`src/rtl/div_pkg.sv`:
```
// Shared state encoding, default width and saturation helper for the signed divider.
// Constants only; no latency or flow control of its own.
package div_pkg;

   localparam int DIV_N = 4;

   typedef enum logic [1:0] {
      IDLE = 2'b00,
      ITER = 2'b01,
      FIX  = 2'b10
   } div_state_t;

   // Largest positive or most negative n-bit two's-complement value, LSB-aligned.
   function automatic logic [31:0] sat_const(input logic neg, input int n);
      if (neg) return 32'hFFFF_FFFF << (n - 1);
      return (32'h1 << (n - 1)) - 32'h1;
   endfunction

endpackage

```
`src/rtl/signed_divider_if.sv`:
```
// Start/operand/result bundle for the signed divider.
// The master drives en and operands; the slave returns results with a done pulse, no backpressure.
interface signed_divider_if import div_pkg::*; #(parameter int N = DIV_N);

   logic           en;
   logic [2*N-1:0] dividend;
   logic [N-1:0]   divisor;
   logic [N-1:0]   quotient;
   logic [N-1:0]   remainder;
   logic           done;
   logic           busy;
   logic           ovf;
   logic           dz;

   modport master (
      output en, dividend, divisor,
      input  quotient, remainder, done, busy, ovf, dz
   );

   modport slave (
      input  en, dividend, divisor,
      output quotient, remainder, done, busy, ovf, dz
   );

endinterface

```
`src/rtl/div_restore_step.sv`:
```
// One restoring shift/subtract iteration on unsigned magnitudes.
// Combinational, zero latency, no flow control.
module div_restore_step import div_pkg::*; #(
   parameter int N = DIV_N
) (
   input  logic [N:0]     r,
   input  logic [2*N-1:0] q,
   input  logic [N-1:0]   d,
   output logic [N:0]     r_nxt,
   output logic [2*N-1:0] q_nxt
);

   logic [N+1:0] r_sh;
   logic         ge;

   always_comb begin
      r_sh  = {r, q[2*N-1]};
      ge    = (r_sh >= {2'b00, d});
      r_nxt = ge ? (N+1)'(r_sh - {2'b00, d}) : (N+1)'(r_sh);
      q_nxt = {q[2*N-2:0], ge};
   end

endmodule

```
`src/rtl/signed_divider.sv`:
```
// Sequential signed divider: 2N-bit dividend / N-bit divisor, restoring loop plus sign fix.
// Result 2N+1 edges after the start edge; en is ignored while busy, nothing queues.
module signed_divider import div_pkg::*; #(
   parameter int N = DIV_N
) (
   input  logic           clk,
   input  logic           rst_n,
   signed_divider_if.slave bus
);

   localparam int             CW       = $clog2(2*N);
   localparam logic [CW-1:0]  CNT_LAST = CW'(2*N-1);
   localparam logic [2*N-1:0] LIM_NEG  = {{N{1'b0}}, 1'b1, {(N-1){1'b0}}};
   localparam logic [2*N-1:0] LIM_POS  = LIM_NEG - {{(2*N-1){1'b0}}, 1'b1};

   div_state_t     state, state_nxt;
   logic [N:0]     r, r_nxt;
   logic [2*N-1:0] q, q_nxt;
   logic [N-1:0]   d;
   logic [CW-1:0]  cnt;
   logic           sign_a, sign_b, zero_div;

   logic [2*N-1:0] a_mag;
   logic [N-1:0]   b_mag;
   logic           neg_q, ovf_c;
   logic [N-1:0]   quo_c, rem_c;

   div_restore_step #(.N(N)) u_step (
      .r     (r),
      .q     (q),
      .d     (d),
      .r_nxt (r_nxt),
      .q_nxt (q_nxt)
   );

   always_ff @(posedge clk) begin
      if (!rst_n) state <= IDLE;
      else        state <= state_nxt;
   end

   always_comb begin
      state_nxt = state;
      case (state)
         IDLE:    if (bus.en) state_nxt = ITER;
         ITER:    if (cnt == CNT_LAST) state_nxt = FIX;
         FIX:     state_nxt = IDLE;
         default: state_nxt = IDLE;
      endcase
   end

   // Magnitudes at capture; -(-2^(2N-1)) wraps to 2^(2N-1), which is the wanted unsigned value.
   always_comb begin
      a_mag = bus.dividend[2*N-1] ? -bus.dividend : bus.dividend;
      b_mag = bus.divisor[N-1]    ? -bus.divisor  : bus.divisor;
   end

   always_comb begin
      neg_q = sign_a ^ sign_b;
      ovf_c = neg_q ? (q > LIM_NEG) : (q > LIM_POS);
      quo_c = neg_q ? -q[N-1:0] : q[N-1:0];
      if (ovf_c) quo_c = N'(sat_const(neg_q, N));
      rem_c = sign_a ? -r[N-1:0] : r[N-1:0];
   end

   always_ff @(posedge clk) begin
      if (!rst_n) begin
         r             <= '0;
         q             <= '0;
         d             <= '0;
         cnt           <= '0;
         sign_a        <= 1'b0;
         sign_b        <= 1'b0;
         zero_div      <= 1'b0;
         bus.quotient  <= '0;
         bus.remainder <= '0;
         bus.done      <= 1'b0;
         bus.busy      <= 1'b0;
         bus.ovf       <= 1'b0;
         bus.dz        <= 1'b0;
      end else begin
         bus.done <= 1'b0;
         case (state)
            IDLE: begin
               if (bus.en) begin
                  q        <= a_mag;
                  d        <= b_mag;
                  r        <= '0;
                  sign_a   <= bus.dividend[2*N-1];
                  sign_b   <= bus.divisor[N-1];
                  zero_div <= (bus.divisor == '0);
                  cnt      <= '0;
                  bus.busy <= 1'b1;
               end
            end
            ITER: begin
               r   <= r_nxt;
               q   <= q_nxt;
               cnt <= cnt + 1'b1;
            end
            FIX: begin
               // Divide-by-zero still runs the full loop so latency never depends on data.
               if (zero_div) begin
                  bus.quotient  <= '0;
                  bus.remainder <= '0;
                  bus.ovf       <= 1'b0;
               end else begin
                  bus.quotient  <= quo_c;
                  bus.remainder <= rem_c;
                  bus.ovf       <= ovf_c;
               end
               bus.dz   <= zero_div;
               bus.done <= 1'b1;
               bus.busy <= 1'b0;
            end
            default: ;
         endcase
      end
   end

endmodule

```
`src/flat_wrapper.sv`:
```
// flat-port wrapper written by rule: the top's interface ports become plain ports
module signed_divider_flat import div_pkg::*;
#(
   parameter int N = DIV_N
)
  (clk, rst_n, bus_en, bus_dividend, bus_divisor, bus_quotient, bus_remainder, bus_done, bus_busy, bus_ovf, bus_dz);
  signed_divider_if #(.N(N)) bus_i ();
  input  logic clk;
  input  logic rst_n;
  input wire logic [$bits(bus_i.en)-1:0] bus_en;
  input wire logic [$bits(bus_i.dividend)-1:0] bus_dividend;
  input wire logic [$bits(bus_i.divisor)-1:0] bus_divisor;
  output wire logic [$bits(bus_i.quotient)-1:0] bus_quotient;
  output wire logic [$bits(bus_i.remainder)-1:0] bus_remainder;
  output wire logic [$bits(bus_i.done)-1:0] bus_done;
  output wire logic [$bits(bus_i.busy)-1:0] bus_busy;
  output wire logic [$bits(bus_i.ovf)-1:0] bus_ovf;
  output wire logic [$bits(bus_i.dz)-1:0] bus_dz;
  assign bus_i.en = bus_en;
  assign bus_i.dividend = bus_dividend;
  assign bus_i.divisor = bus_divisor;
  assign bus_quotient = bus_i.quotient;
  assign bus_remainder = bus_i.remainder;
  assign bus_done = bus_i.done;
  assign bus_busy = bus_i.busy;
  assign bus_ovf = bus_i.ovf;
  assign bus_dz = bus_i.dz;
  signed_divider #(.N(N)) u_core (.clk(clk), .rst_n(rst_n), .bus(bus_i));
endmodule
```
`config.mk`:
```
export PLATFORM = sky130hd
export DESIGN_NAME = signed_divider_flat
export DESIGN_NICKNAME = d
export VERILOG_FILES = /design/src/rtl/div_pkg.sv /design/src/rtl/signed_divider_if.sv /design/src/rtl/div_restore_step.sv /design/src/rtl/signed_divider.sv /design/src/flat_wrapper.sv
export SDC_FILE = /design/constraint.sdc
export NUM_CORES = 1
export LEC_CHECK = 0
export CORE_ASPECT_RATIO = 1.25
export CORE_MARGIN = 10
export CORE_UTILIZATION = 52
export CTS_BUF_LIST = sky130_fd_sc_hd__clkbuf_4 sky130_fd_sc_hd__clkbuf_8
export DETAILED_ROUTE_END_ITERATION = 8
export PLACE_DENSITY_LB_ADDON = 0.1
export SKIP_LAST_GASP = 1
export SYNTH_ARGS = -nofsm -noshare
export SYNTH_HDL_FRONTEND = slang
export SYNTH_HIERARCHICAL = 1
export SYNTH_SLANG_ARGS = --single-unit
```
`constraint.sdc`:
```
create_clock -name clk -period 2.38 [get_ports clk]
set_input_delay 0.476 -clock clk [delete_from_list [all_inputs] [get_ports clk]]
set_output_delay 0.476 -clock clk [all_outputs]
set_load 0.02 [all_outputs]
```
==> impl_results.md <==
* Die ar. at 7040 µm²
* Post-Syn Instances at ~230
* Sw frac at 0.284
* CTS Hold Bufs at 0
* Clock slew at the register clock pins of the worst setup and hold paths at about 0.07 ns
* Clock share of power at 0.298
* Antenna viol nets, final at 0
* Post-route DRC at 0
* Final Wtd Congestion at between 0.8 and 0.9
* Dominant synthesized flop cell: dfxtp_1
* Root Buffer: clkbuf_8
* CTS H-tree depth at 2
* First-pass GRT wire length at slightly above 7000 µm
* Synthesis-stage register bit count at 37
* Maximum vdd ir drop at approximately 0.4 mV
* Leakage at about 0.97 nW
* EDFF count, synth at 0
* Synth cell types at 51
* Final TNS setup at 0 ns
* Cell taking the most area after synthesis: dfxtp_1
* Pwr Total at 1.44 mW
* Setup bufs post-CTS at 0
* Crit end category: register
* Resized Gates After CTS at 0
* DR vias/cell at ~5.3
* Synth area leaders: dfxtp_1 (35%), ha_1 (5.9%), nor2b_1 (4.4%), xnor2_1 (3.7%), mux2i_1 (3.3%)
* Vert. Die Dim at 91.4 µm
* Layout area overhead at 16.8%
* Tot GR Track Use at 0.122
* Initial core utilization at 0.551
* Slowest-stage cell, CP: fa_1
* N_diodes at 0
* Comb power frac at 0.226
* Setup violations, final at 0
* Top-area cell type share of the netlist area at 0.350
* Syn Area/Cell at approximately 9.3 µm²
* Top Ports at 27
* Hold Vio Cnt, Final at 0
* Worst Skew at between 0.004 and 0.005 ns
* Power per cell area at approximately 600 nW/µm²
* Vias at 1600
* Slew Limit Fails at 0
* IO Port Bufs at 26
* Vias in the first global route at around 1600
* Final Instance Area at around 2500 µm²
* Tcrit/Tclk final at 0.932
* Total Routed Length at between 4000 and 5000 µm
* Seq/Total Area, Yosys at 0.350
* Clock latency on the worst-skew pair at between 0.2 and 0.3 ns
* Site row count at 25
* Cell mode on critical path: inv_1
* Slew margin rel. at 0.702
* Placed Cells at a little under 300
* CP Launch Type: register
* Reg power frac at 0.475
* RSZ-0062 raised after global routing: no
* Overflow left after global routing at 0
* Initial antenna violation count at 0
* First drt pass iteration count at 4
* Maxcap violations at 0
* P_int at approximately 1.0 mW
* Required time of the worst setup path at 2.57 ns
* Clk sinks at 37
* Status: finished, final reports clean
* Final Non-Filler Cells at a little over 300
* CP peak stage delay at approximately 0.4 ns
* HPWL Detailed at 3140 µm
* Synth async-reset ratio at 0
* Fmax at 451 MHz
* Clock period minus worst slack at 2.22 ns
* Placed Area at ~2400 µm²
* WL/cell at around 13 µm
* Total CTS buffers at 5
* Hold Path Class: reg2reg
* CTS tree: done
* Synth Net Count at 255
* Post-Syn Area at between 2000 and 2500 µm²
* Initial drt markers at between 60 and 70
* Synth warnings at 6
* Final net count at approximately 280
* Total core area at 3850 µm²
* DIE WIDTH at about 77 µm
* Worst-path fanout max at 2
* Arr. time, crit path at between 2 and 2.5 ns
* NetSw at about 410 µW
* Worst Tran Pin Value at approximately 0.45 ns
* Clock Path Buffers at 2
* Share of layout cells above drive strength 1 at 0.100
* Critical path type: reg2reg
* Largest net degree at the start of global routing at 29
* Critical path cell sequence: inv_1, ha_1, inv_1, fa_1, a21o_2, a2111oi_4, mux2_4, a22oi_1, nor2b_1
-- worst max-delay path, delay by kind of cell (launching register included) --
kind / cells / cell delay [ns]
buffers and inverters: 2 / 0.11
and+or+nand+nor: 1 / 0.06
muxes: 1 / 0.33
DFF: 1 / 0.31
AOI/OAI and AO/OA: 3 / 0.75
adders and majority gates: 2 / 0.55
-- cell families (layout without fill, tap and decap cells) --
group / Yosys count / count (layout) / synth area share
simple gates: 64 / 64 / 0.178
compound gates: 60 / 60 / 0.220
flops: 37 / 37 / 0.350
buf+inv: 35 / 56 / 0.0851
xor+xnor: 14 / 14 / 0.0579
fa+ha+maj: 11 / 11 / 0.0685
mux: 8 / 8 / 0.0402
-- flip-flops by register name (all words and copies together), names as in the netlist --
name and cells:
u_core/bus.remainder 4, u_core/zero_div 1, u_core/bus.done 1, u_core/bus.ovf 1, u_core/bus.quotient 4, u_core/state 2, u_core/cnt 3, u_core/sign_a 1
u_core/q 8, u_core/bus.busy 1, u_core/d 4, u_core/r 5, u_core/bus.dz 1, u_core/sign_b 1
-- stage by stage --
stage               setup WS (ns)  hold WS (ns)  utilization
finish                      0.163         0.465        0.643
global route               0.0301         0.492        0.643
CTS                         0.111         0.471        0.643
detailed placement          0.136         0.454        0.620
global placement            0.175         0.448        0.620
floorplan                  0.0451         0.472            -
-- placed cells by master (no fill, tap or decap), types with 3 or more instances in the layout --
cell and n:
dfxtp_1 37, clkdlybuf4s50_1 26, nand2_1 18, inv_1 15, nor2b_1 15, ha_1 10, xnor2_1 9, a22oi_1 8
nor2_1 7, mux2i_1 7, o211ai_1 7, o21ai_0 7, nand2b_1 6, buf_4 6, clkbuf_8 5, a22o_1 5
xor2_1 5, a21oi_1 5, o221ai_1 4, and2_1 3, o211a_1 3
-- final cells by class --
| cell class | count | area [µm²] |
|---|---|---|
| repair buffers | 33 | 325 |
| multi-input cells | 157 | 1200 |
| fillers | 346 | 1370 |
| well taps | 54 | 67.6 |
| clock buffers | 6 | 76.3 |
| inverters | 15 | 56.3 |
| clock inverters | 2 | 10.0 |
| flip-flops and latches | 37 | 741 |
-- power by group through the flow --
| stage | clock, mW | combinational [mW] | sequential (mW) |
|---|---|---|---|
| global route | 0.470 | 0.368 | 0.691 |
| floorplan | 0 | 0.266 | 0.692 |
| detailed placement | 0 | 0.325 | 0.701 |
| global placement | 0 | 0.321 | 0.699 |
| CTS | 0.443 | 0.328 | 0.686 |
| finish | 0.431 | 0.326 | 0.687 |
-- metal layers --
metal,global-route usage,vias up,wire [µm]
met5,0,-,0
met3,0.0444,7,242
met1,0.140,730,1880
met2,0.204,28,1870
met4,0.0457,0,55
li1,-,835,-
-- cell usage after synthesis, types with 6 or more instances --
cell type and number:
dfxtp_1 37, nand2_1 18, inv_1 15, nor2b_1 15, ha_1 10, buf_4 9
xnor2_1 9, a22oi_1 8, mux2i_1 7, nor2_1 7, o211ai_1 7, o21ai_0 7
buf_2 6, nand2b_1 6
-- path summary, 6_finish.rpt --
kind,start,end,slack (ns),depth (start not counted)
setup / recovery,u_core/q[7],u_core/r[1],0.16,9
setup reg to reg,u_core/q[7],u_core/r[1],0.16,9
hold / removal,u_core/bus.busy,u_core/bus.busy,0.47,1
hold reg to reg,u_core/bus.busy,u_core/bus.busy,0.47,1
Power figures use the tool's default switching activity.
